### src/rtl/matrix_pkg.sv
// Shared state encoding, default sizes and a one-hot helper for the round controller.
package matrix_pkg;

   localparam int unsigned TILES_DEFAULT   = 8;
   localparam int unsigned GUESS_W_DEFAULT = 4;

   // Encoding is visible on state_o, so the order here is part of the interface.
   typedef enum logic [2:0] {
      StIdle      = 3'd0,
      StStartWait = 3'd1,
      StShow      = 3'd2,
      StPlay      = 3'd3,
      StCheck     = 3'd4,
      StWin       = 3'd5,
      StLose      = 3'd6,
      StEndWait   = 3'd7
   } state_e;

   // True when exactly one bit of v is set.
   function automatic logic is_one_hot(input logic [31:0] v);
      return (v != 32'd0) && ((v & (v - 32'd1)) == 32'd0);
   endfunction

endpackage

### src/rtl/matrix_round_ctrl_if.sv
// Player-facing signal bundle of the round controller.
interface matrix_round_ctrl_if
   import matrix_pkg::*;
#(
   parameter int unsigned TILES   = TILES_DEFAULT,
   parameter int unsigned GUESS_W = GUESS_W_DEFAULT
) ();

   logic               start;
   logic [TILES-1:0]   solution;
   logic [GUESS_W-1:0] max_guesses;
   logic               guess_valid;
   logic [TILES-1:0]   guess;
   logic [TILES-1:0]   led;
   logic               status_led;
   logic [GUESS_W-1:0] guesses_left;
   logic [2:0]         state_o;
   logic               win;
   logic               lose;

   modport master (
      output start, solution, max_guesses, guess_valid, guess,
      input  led, status_led, guesses_left, state_o, win, lose
   );

   modport slave (
      input  start, solution, max_guesses, guess_valid, guess,
      output led, status_led, guesses_left, state_o, win, lose
   );

endinterface

### src/rtl/tick_divider.sv
// Reloadable down-counter; tc pulses for one cycle every CYCLES enabled cycles.
module tick_divider #(
   parameter int unsigned CYCLES = 1
) (
   input  logic clk,
   input  logic reset,
   input  logic enable,
   input  logic reload,
   output logic tc
);

   localparam int unsigned CNT_W = (CYCLES > 1) ? $clog2(CYCLES) : 1;
   localparam logic [CNT_W-1:0] LOAD = CNT_W'(CYCLES - 1);

   logic [CNT_W-1:0] count_q, count_d;

   assign tc = enable && (count_q == '0);

   // Reload wins over counting; wrap back to LOAD on terminal count.
   always_comb begin
      count_d = count_q;
      if (reload) begin
         count_d = LOAD;
      end else if (enable) begin
         count_d = (count_q == '0) ? LOAD : count_q - CNT_W'(1);
      end
   end

   // Counter register with synchronous active-low reset.
   always_ff @(posedge clk) begin
      if (!reset) begin
         count_q <= '0;
      end else begin
         count_q <= count_d;
      end
   end

endmodule

### src/rtl/matrix_round_ctrl.sv
// Round controller for the tile memory game: show solution, take guesses, report win/lose.
module matrix_round_ctrl
   import matrix_pkg::*;
#(
   parameter int unsigned TILES          = TILES_DEFAULT,
   parameter int unsigned GUESS_W        = GUESS_W_DEFAULT,
   parameter int unsigned DISPLAY_CYCLES = 50_000_000,
   parameter int unsigned FLASH_CYCLES   = 12_500_000
) (
   input logic                 clk,
   input logic                 reset,
   matrix_round_ctrl_if.slave  bus
);

   state_e             state_q, state_d;
   logic [TILES-1:0]   sol_q, sol_d;
   logic [TILES-1:0]   found_q, found_d;
   logic [TILES-1:0]   led_q, led_d;
   logic [GUESS_W-1:0] left_q, left_d;
   logic               phase_q, phase_d;
   logic               status_q, status_d;
   logic               win_q, win_d;
   logic               lose_q, lose_d;

   logic show_run, show_tc;
   logic flash_run, flash_tc;

   assign show_run  = (state_q == StShow);
   assign flash_run = (state_q == StIdle) || (state_q == StLose);

   // Timers are held at their reload value outside their states, so every entry starts fresh.
   tick_divider #(
      .CYCLES (DISPLAY_CYCLES)
   ) u_show_timer (
      .clk    (clk),
      .reset  (reset),
      .enable (show_run),
      .reload (!show_run),
      .tc     (show_tc)
   );

   tick_divider #(
      .CYCLES (FLASH_CYCLES)
   ) u_flash_timer (
      .clk    (clk),
      .reset  (reset),
      .enable (flash_run),
      .reload (!flash_run),
      .tc     (flash_tc)
   );

   // Next-state logic plus next values of the registered outputs.
   always_comb begin
      state_d = state_q;
      sol_d   = sol_q;
      found_d = found_q;
      left_d  = left_q;
      phase_d = flash_run ? (phase_q ^ flash_tc) : 1'b0;

      unique case (state_q)
         StIdle: begin
            if (bus.start) begin
               state_d = StStartWait;
               sol_d   = bus.solution;
               left_d  = (bus.max_guesses == '0) ? GUESS_W'(1) : bus.max_guesses;
               found_d = '0;
            end
         end
         StStartWait: if (!bus.start) state_d = StShow;
         StShow: begin
            if (show_tc) state_d = (sol_q == '0) ? StWin : StPlay;
         end
         StPlay: begin
            if (bus.guess_valid && is_one_hot(32'(bus.guess))) begin
               // A repeat hit ORs in an already-set bit and costs nothing.
               if ((bus.guess & sol_q) != '0) begin
                  found_d = found_q | bus.guess;
               end else if (left_q != '0) begin
                  left_d = left_q - GUESS_W'(1);
               end
               state_d = StCheck;
            end
         end
         StCheck: begin
            if (found_q == sol_q)    state_d = StWin;
            else if (left_q == '0)   state_d = StLose;
            else                     state_d = StPlay;
         end
         StWin, StLose: if (bus.start) state_d = StEndWait;
         StEndWait: if (!bus.start) state_d = StIdle;
         default: state_d = StIdle;
      endcase

      led_d    = '0;
      status_d = 1'b0;
      win_d    = 1'b0;
      lose_d   = 1'b0;
      unique case (state_d)
         StIdle:          status_d = phase_d;
         StShow:          led_d    = sol_d;
         StPlay, StCheck: led_d    = found_d;
         StWin: begin
            led_d    = sol_d;
            status_d = 1'b1;
            win_d    = 1'b1;
         end
         StLose: begin
            led_d    = sol_d & {TILES{phase_d}};
            status_d = phase_d;
            lose_d   = 1'b1;
         end
         default: ;
      endcase
   end

   // State and output registers with synchronous active-low reset.
   always_ff @(posedge clk) begin
      if (!reset) begin
         state_q  <= StIdle;
         sol_q    <= '0;
         found_q  <= '0;
         left_q   <= '0;
         phase_q  <= 1'b0;
         led_q    <= '0;
         status_q <= 1'b0;
         win_q    <= 1'b0;
         lose_q   <= 1'b0;
      end else begin
         state_q  <= state_d;
         sol_q    <= sol_d;
         found_q  <= found_d;
         left_q   <= left_d;
         phase_q  <= phase_d;
         led_q    <= led_d;
         status_q <= status_d;
         win_q    <= win_d;
         lose_q   <= lose_d;
      end
   end

   assign bus.led          = led_q;
   assign bus.status_led   = status_q;
   assign bus.guesses_left = left_q;
   assign bus.state_o      = state_q;
   assign bus.win          = win_q;
   assign bus.lose         = lose_q;

endmodule

### src/flat_wrapper.sv
// flat-port wrapper written by rule: the top's interface ports become plain ports
module matrix_round_ctrl_flat import matrix_pkg::*;
#(
   parameter int unsigned TILES          = TILES_DEFAULT,
   parameter int unsigned GUESS_W        = GUESS_W_DEFAULT,
   parameter int unsigned DISPLAY_CYCLES = 50_000_000,
   parameter int unsigned FLASH_CYCLES   = 12_500_000
)
  (clk, reset, bus_start, bus_solution, bus_max_guesses, bus_guess_valid, bus_guess, bus_led, bus_status_led, bus_guesses_left, bus_state_o, bus_win, bus_lose);
  matrix_round_ctrl_if #(.TILES(TILES), .GUESS_W(GUESS_W)) bus_i ();
  input logic clk;
  input logic reset;
  input wire logic [$bits(bus_i.start)-1:0] bus_start;
  input wire logic [$bits(bus_i.solution)-1:0] bus_solution;
  input wire logic [$bits(bus_i.max_guesses)-1:0] bus_max_guesses;
  input wire logic [$bits(bus_i.guess_valid)-1:0] bus_guess_valid;
  input wire logic [$bits(bus_i.guess)-1:0] bus_guess;
  output wire logic [$bits(bus_i.led)-1:0] bus_led;
  output wire logic [$bits(bus_i.status_led)-1:0] bus_status_led;
  output wire logic [$bits(bus_i.guesses_left)-1:0] bus_guesses_left;
  output wire logic [$bits(bus_i.state_o)-1:0] bus_state_o;
  output wire logic [$bits(bus_i.win)-1:0] bus_win;
  output wire logic [$bits(bus_i.lose)-1:0] bus_lose;
  assign bus_i.start = bus_start;
  assign bus_i.solution = bus_solution;
  assign bus_i.max_guesses = bus_max_guesses;
  assign bus_i.guess_valid = bus_guess_valid;
  assign bus_i.guess = bus_guess;
  assign bus_led = bus_i.led;
  assign bus_status_led = bus_i.status_led;
  assign bus_guesses_left = bus_i.guesses_left;
  assign bus_state_o = bus_i.state_o;
  assign bus_win = bus_i.win;
  assign bus_lose = bus_i.lose;
  matrix_round_ctrl #(.TILES(TILES), .GUESS_W(GUESS_W), .DISPLAY_CYCLES(DISPLAY_CYCLES), .FLASH_CYCLES(FLASH_CYCLES)) u_core (.clk(clk), .reset(reset), .bus(bus_i));
endmodule
### config.mk
export PLATFORM = sky130hd
export DESIGN_NAME = matrix_round_ctrl_flat
export DESIGN_NICKNAME = d
export VERILOG_FILES = /design/src/rtl/matrix_pkg.sv /design/src/rtl/matrix_round_ctrl_if.sv /design/src/rtl/tick_divider.sv /design/src/rtl/matrix_round_ctrl.sv /design/src/flat_wrapper.sv
export SDC_FILE = /design/constraint.sdc
export NUM_CORES = 1
export LEC_CHECK = 0
export ABC_CLOCK_PERIOD_IN_PS = 2900
export CORE_ASPECT_RATIO = 2
export CORE_UTILIZATION = 23
export CTS_CLUSTER_DIAMETER = 50
export CTS_CLUSTER_SIZE = 25
export DETAILED_ROUTE_END_ITERATION = 10
export PLACE_DENSITY = 0.45
export SYNTH_ARGS = -nofsm -noshare
export SYNTH_HDL_FRONTEND = slang
export SYNTH_SLANG_ARGS = --single-unit
### constraint.sdc
create_clock -name clk -period 2.9 [get_ports clk]
set_input_delay 0.29 -clock clk [delete_from_list [all_inputs] [get_ports clk]]
set_output_delay 0.29 -clock clk [all_outputs]
set_load 0.05 [all_outputs]
==> results of run 1 <==
[flip-flops by register name, indices dropped and copies added, names as in the netlist]
signal	flops
u_core.found_q	8
u_core.bus.win	1
u_core.bus.guesses_left	4
u_core.u_flash_timer.count_q	24
u_core.sol_q	8
u_core.bus.status_led	1
u_core.phase_q	1
u_core.bus.led	8
u_core.bus.state_o	3
u_core.bus.lose	1
u_core.u_show_timer.count_q	26
[cells by family (layout without fill, tap and decap cells)]
family / after synthesis / count (layout) / synth area share
flip-flops: 85 / 85 / 0.419
adder cells (fa/ha/maj): 4 / 4 / 0.0117
buffers and inverters: 42 / 106 / 0.0431
AO/OA/AOI/OAI: 96 / 96 / 0.169
XOR/XNOR: 51 / 51 / 0.110
AND/OR/NAND/NOR: 192 / 192 / 0.248
[report_power, final]
part	total (µW)	internal (µW)	leakage (µW)	switching, µW
Clock	1130	666	0.000131	468
Sequential	1390	1280	0.000699	117
Combinational	770	326	0.00112	444
[cells in the mapped netlist, types with 5 or more instances]
cell | number | area share
nor2_1 | 49 | 0.045
a22o_1 | 7 | 0.015
nor3_1 | 17 | 0.021
or3_1 | 5 | 0.0077
or4_1 | 9 | 0.017
a22oi_1 | 5 | 0.0092
clkbuf_1 | 13 | 0.012
nand2_1 | 60 | 0.055
xor2_1 | 12 | 0.026
inv_1 | 26 | 0.024
o32ai_1 | 8 | 0.017
a21oi_1 | 44 | 0.054
nor4_1 | 13 | 0.020
xnor2_1 | 39 | 0.084
nor3b_1 | 7 | 0.013
dfxtp_1 | 85 | 0.42
o21ai_0 | 5 | 0.0062
[per-stage QoR]
stage               power [µW]  worst slack [ns]
floorplan                 1920             0.423
global placement          2170            -0.235
detailed placement        2180            -0.280
CTS                       3330            0.0766
global route              3490            0.0254
finish                    3300             0.169
[what timing repair did]
item	CTS	global route
gates resized for setup	0	5
setup endpoints to repair	0	8
hold endpoints to repair	0	0
[layer usage]
| layer | vias to the layer above | wire length, µm |
|---|---|---|
| met5 | - | 0 |
| met4 | 0 | 266 |
| met3 | 13 | 231 |
| met2 | 53 | 6610 |
| met1 | 1653 | 3900 |
| li1 | 1763 | - |
[path summary, 6_finish.rpt]
check	slack, ns	from	to
min	0.46	u_core.u_flash_timer.count_q[0]$_SDFF_PN0_	u_core.u_flash_timer.count_q[0]$_SDFF_PN0_
min reg2reg	0.46	u_core.u_flash_timer.count_q[0]$_SDFF_PN0_	u_core.u_flash_timer.count_q[0]$_SDFF_PN0_
max	0.17	bus_guess[1]	u_core.bus.led[0]$_SDFF_PN0_
max reg2reg	0.18	u_core.u_show_timer.count_q[14]$_SDFF_PN0_	u_core.bus.led[0]$_SDFF_PN0_
[worst max-delay path: stages]
cell	delay, ns
clkdlybuf4s50_1	0.44
or4_4	0.56
o21ai_1	0.23
a31oi_4	0.12
buf_4	0.16
o21ai_1	0.27
nand2_1	0.23
o21a_2	0.34
o32ai_1	0.31
[layout make-up]
| class | count | area share |
|---|---|---|
| Clock buffer | 10 | 0.0443 |
| Clock inverter | 5 | 0.0119 |
| Inverter | 26 | 0.0189 |
| Multi-Input combinational cell | 343 | 0.430 |
| Sequential cell | 85 | 0.330 |
| Tap cell | 210 | 0.0509 |
| Timing Repair Buffer | 65 | 0.114 |
==> summary.txt, run 1 <==
Outcome
  – Run status: complete, no violations

Synth
  – Synth Area per Inst: roughly 8.6 µm²
  – Sequential share of the synthesized area: 0.419
  – Synthesized area: around 0.004 mm²
  – Post-Syn Instances: 470
  – Post-synthesis async set-or-reset flop share: 0
  – Number of synthesized flops with an enable pin: 0
  – Post-synth cell types: about 60
  – Most used DFF post-synth: dfxtp_1
  – YS warnings: 0
  – Count of state elements after synthesis: 85
  – Syn_nets: 497

Timing
  – Max Fclk: 366 MHz
  – Final Critical Period: approximately 2.7 ns
  – Slew Viols, Final: 0
  – Finish-stage setup viols: 0
  – Hold Violations, Final: 0
  – Slew headroom: 0.537
  – Setup TNS Final: 0 ns
  – Slew @ Worst Pin: 0.689 ns
  – Unrepaired setup endpoints after global routing: no
  – Clock Skews: between 0.008 and 0.009 ns
  – Tcrit/Tclk final: 0.942
  – Fin Hold WS: about 0.46 ns

Global routing
  – First-pass GRT wire length: 18.0 mm
  – Largest net degree at the start of global routing: 37
  – Met2 usage: 0.263
  – Total gr overflow: 0
  – Vias in the first global route: around 3600
  – Initial antenna violation count: 0
  – GRT busiest layer: met2
  – Grt met1 use: 0.126
  – GRT Total Usage: 0.132
  – GR Layer Usage met3: 0.0208

CTS
  – Clock Tree Buf Depth: 2
  – H-tree depth: 3
  – Hold buffers post-CTS: 0
  – Worst-Skew Late Latency: roughly 0.34 ns
  – Sink Count: 85
  – Post-CTS Setup Inserts: 0
  – Root Buffer: clkbuf_16
  – Cts bufs inserted: 9
  – Clock Pin Slew Worst Setup and Hold Paths: 0.07 ns
  – CTS tree: done

Drt
  – Post-route ant nets: 0
  – Number of remaining DRC errors: 0
  – Via Count: roughly 3500
  – Routed vias/inst: approximately 4.7
  – Final WL: between 10 and 15 mm
  – Router iterations before antenna repair: 4
  – Wire length per cell: about 15 µm
  – Initial DRC count: 150

Min path
  – WHS Path Cells: 1
  – Hold Crit Class: reg2reg

Final layout
  – Commonest cells after routing, fill and taps aside: dfxtp_1, nand2_1, nor2_1
  – Multi-input logic area: between 0.002 and 0.0025 mm²
  – Final Non-Filler Cells: ~740
  – P&R area growth vs syn: 27.1%
  – Share of post-route cells with drive strength above 1: 0.124
  – Final nets: 557
  – Reg area: approximately 0.0017 mm²
  – Design area: 0.00516 mm²
  – Commonest non-fill, non-tap cell in the layout: dfxtp_1
  – Layout fillers: 1832
  – Layout Utilization: 0.299
  – Antenna diodes: 0

Floorplan
  – Area of the core: 0.0173 mm²
  – Die Wd: ~96 µm
  – Num rows: slightly below 70
  – Initial core utilization: 0.235
  – Die Span Y: about 190 µm
  – # IOs: between 40 and 50
  – Die footprint: between 0.015 and 0.02 mm²

Placement
  – Placer Congestion: about 0.86
  – Post-DP HPWL: ~8.6 mm
  – Placed Cells incl. Taps: about 730
  – Number of I/O port buffers: 41
  – Post-DP Area: roughly 0.0048 mm²

Critical path
  – CP startpoint kind: input pin
  – Max FO, Critical Path: 8
  – R2R depth: 7
  – Setup crit end kind: flop
  – Worst Path Required: ~3.1 ns
  – Critical path arrival: roughly 3 ns
  – Crit Path Category: in2reg

Power and ir drop
  – Pwr Density: between 600 and 700 mW/mm²
  – IR Drop Worst-Case VDD: about 0.00026 V
  – Pleak: approximately 0.002 µW

Run
  – Max-Cap Viols: 0
Note: power is estimated with default switching activity, not from simulation.
==> run 2: changes to the inputs <==
--- a/config.mk
+++ b/config.mk
@@ -5,13 +5,15 @@
 export SDC_FILE = /design/constraint.sdc
 export NUM_CORES = 1
 export LEC_CHECK = 0
-export ABC_CLOCK_PERIOD_IN_PS = 2900
+export ABC_CLOCK_PERIOD_IN_PS = 2710
 export CORE_ASPECT_RATIO = 2
 export CORE_UTILIZATION = 23
 export CTS_CLUSTER_DIAMETER = 50
 export CTS_CLUSTER_SIZE = 25
 export DETAILED_ROUTE_END_ITERATION = 10
+export HOLD_SLACK_MARGIN = 0.05
 export PLACE_DENSITY = 0.45
+export RECOVER_POWER = 25
 export SYNTH_ARGS = -nofsm -noshare
 export SYNTH_HDL_FRONTEND = slang
 export SYNTH_SLANG_ARGS = --single-unit
==> constraint.sdc (replaced) <==
create_clock -name clk -period 2.71 [get_ports clk]
set_input_delay 0.271 -clock clk [delete_from_list [all_inputs] [get_ports clk]]
set_output_delay 0.271 -clock clk [all_outputs]
set_load 0.05 [all_outputs]
==> run 2 against run 1 <==
Critical path depth is the same; sequential cell count is the same; largest cell class unchanged; highest routed layer unchanged; clock power grew 19%.
==> summary.txt, run 2 (same netlist as run 1, synthesis figures left out) <==
Outcome
  – Run status: complete, no violations

Global routing
  – Total gr overflow: 0
  – Initial antenna violation count: 0
  – GRT Total Usage: 0.140
  – Largest net degree at the start of global routing: 40
  – Vias in the first global route: about 3600
  – First-pass GRT wire length: about 19 mm

CTS
  – Root Buffer: clkbuf_16
  – Cts bufs inserted: 9
  – Clock Pin Slew Worst Setup and Hold Paths: around 0.060 ns
  – Sink Count: 85
  – Worst-Skew Late Latency: ~0.35 ns
  – CTS tree: done
  – H-tree depth: 3
  – Clock Tree Buf Depth: 2
  – Hold buffers post-CTS: 0

Critical path
  – Setup crit end kind: flop
  – Max FO, Critical Path: 8
  – CP startpoint kind: input pin
  – Critical path arrival: approximately 2.8 ns
  – Crit Path Category: in2reg
  – Worst Path Required: between 2 and 3 ns

Timing
  – Setup TNS Final: 0 ns
  – Tcrit/Tclk final: 0.955
  – Slew headroom: 0.448
  – Hold Violations, Final: 0
  – Finish-stage setup viols: 0
  – Max Fclk: 386 MHz
  – Slew @ Worst Pin: between 0.8 and 0.9 ns
  – Clock Skews: 0.00944 ns
  – Final Critical Period: approximately 2.6 ns
  – Unrepaired setup endpoints after global routing: no
  – Slew Viols, Final: 0

Final layout
  – Antenna diodes: 0
  – P&R area growth vs syn: 30.6%
  – Top flop regs: u_core.u_show_timer.count_q (26), u_core.u_flash_timer.count_q (24)
  – Final Non-Filler Cells: 757
  – Commonest cells after routing, fill and taps aside: dfxtp_1, nand2_1, nor2_1
  – Commonest non-fill, non-tap cell in the layout: dfxtp_1
  – Share of post-route cells with drive strength above 1: 0.148
  – Most flop-heavy register: u_core.u_show_timer.count_q
  – Layout fillers: approximately 1800
  – Layout Utilization: 0.307
  – Final nets: around 570
  – Max FFs per register: 26

Drt
  – Wire length per cell: about 15 µm
  – Via Count: approximately 3500
  – Number of remaining DRC errors: 0
  – Final WL: roughly 12 mm
  – Router iterations before antenna repair: 4
  – Routed vias/inst: between 4 and 5
  – Initial DRC count: around 130
  – Post-route ant nets: 0

Power and ir drop
  – Pleak: roughly 0.0021 µW
  – Total power: 3670 µW
  – Pwr Density: ~690 mW/mm²
  – IR Drop Worst-Case VDD: 0.000298 V

Run
  – Max-Cap Viols: 0

Floorplan
  – Die footprint: between 0.015 and 0.02 mm²
  – # IOs: 42
  – Num rows: just under 70
  – Initial core utilization: 0.235
  – Die Span Y: approximately 190 µm
  – Area of the core: ~0.017 mm²
  – Die Wd: about 96 µm

Min path
  – Hold Crit Class: reg2reg

Placement
  – Placer Congestion: about 0.88
  – Number of I/O port buffers: slightly above 40
  – Placed Cells incl. Taps: 740
  – Post-DP HPWL: around 9.1 mm
-- run 2: cell types whose count changed in the layout (fill, tap and decap cells not counted), sizes merged --
| cell | change |
|---|---|
| bufinv | +1 |
| clkdlybuf4s50 | -17 |
| buf | +12 |
| dlygate4sd3 | +17 |
| clkinvlp | +1 |
| clkbuf | -1 |
-- run 2: cell type report --
cell class | count | area, µm² | share of cell area
Clock inverter | 7 | 98.8 | 0.0186
Timing Repair Buffer | 77 | 706 | 0.133
Multi-Input combinational cell | 343 | 2210 | 0.417
Inverter | 26 | 97.6 | 0.0184
Clock buffer | 9 | 225 | 0.0425
Sequential cell | 85 | 1700 | 0.321
Tap cell | 210 | 263 | 0.0495
-- run 2: path summary, 6_finish.rpt --
check | endpoint | startpoint | slack (ns) | cells after the start
min reg2reg | u_core.u_flash_timer.count_q[0]$_SDFF_PN0_ | u_core.u_flash_timer.count_q[0]$_SDFF_PN0_ | 0.46 | 1
max | u_core.bus.led[3]$_SDFF_PN0_ | bus_guess[0] | 0.12 | 9
max reg2reg | u_core.bus.led[3]$_SDFF_PN0_ | u_core.u_flash_timer.count_q[0]$_SDFF_PN0_ | 0.16 | 9
min | u_core.u_flash_timer.count_q[0]$_SDFF_PN0_ | u_core.u_flash_timer.count_q[0]$_SDFF_PN0_ | 0.46 | 1
-- run 2: worst max-delay path, stage by stage --
cell,delay (ns)
clkdlybuf4s50_1,0.44
or4_4,0.57
o21ai_1,0.22
a31oi_4,0.11
buf_4,0.16
or3_1,0.41
a22oi_2,0.22
nor2_2,0.13
o32ai_1,0.30
-- run 2: repair_timing --
action	4_1_cts	5_1_grt
setup endpoints to repair	0	10
buffers inserted	0	1
resized for setup	0	5
-- run 2: report_power, final --
group | internal, µW | leakage [µW] | switching (µW)
sequential | 1370 | 0.000699 | 124
clock | 810 | 0.000144 | 526
combinational | 371 | 0.00125 | 477
-- run 2: metrics by stage --
stage	cell area, µm²	hold WS [ns]	setup WS [ns]
2_1_floorplan	4060	0.383	0.233
3_3_place_gp	4950	0.436	-0.188
3_5_place_dp	4950	0.444	-0.233
4_1_cts	5270	0.453	0.0847
5_1_grt	5300	0.479	0.00954
6_report	5300	0.456	0.121
-- run 2: per-layer routing --
layer | routed length [µm] | track usage | share of wire
met1 | 4190 | 0.131 | 0.36
met2 | 6800 | 0.269 | 0.58
met3 | 216 | 0.0200 | 0.018
met4 | 487 | 0.0878 | 0.042
met5 | 0 | 0 | 0
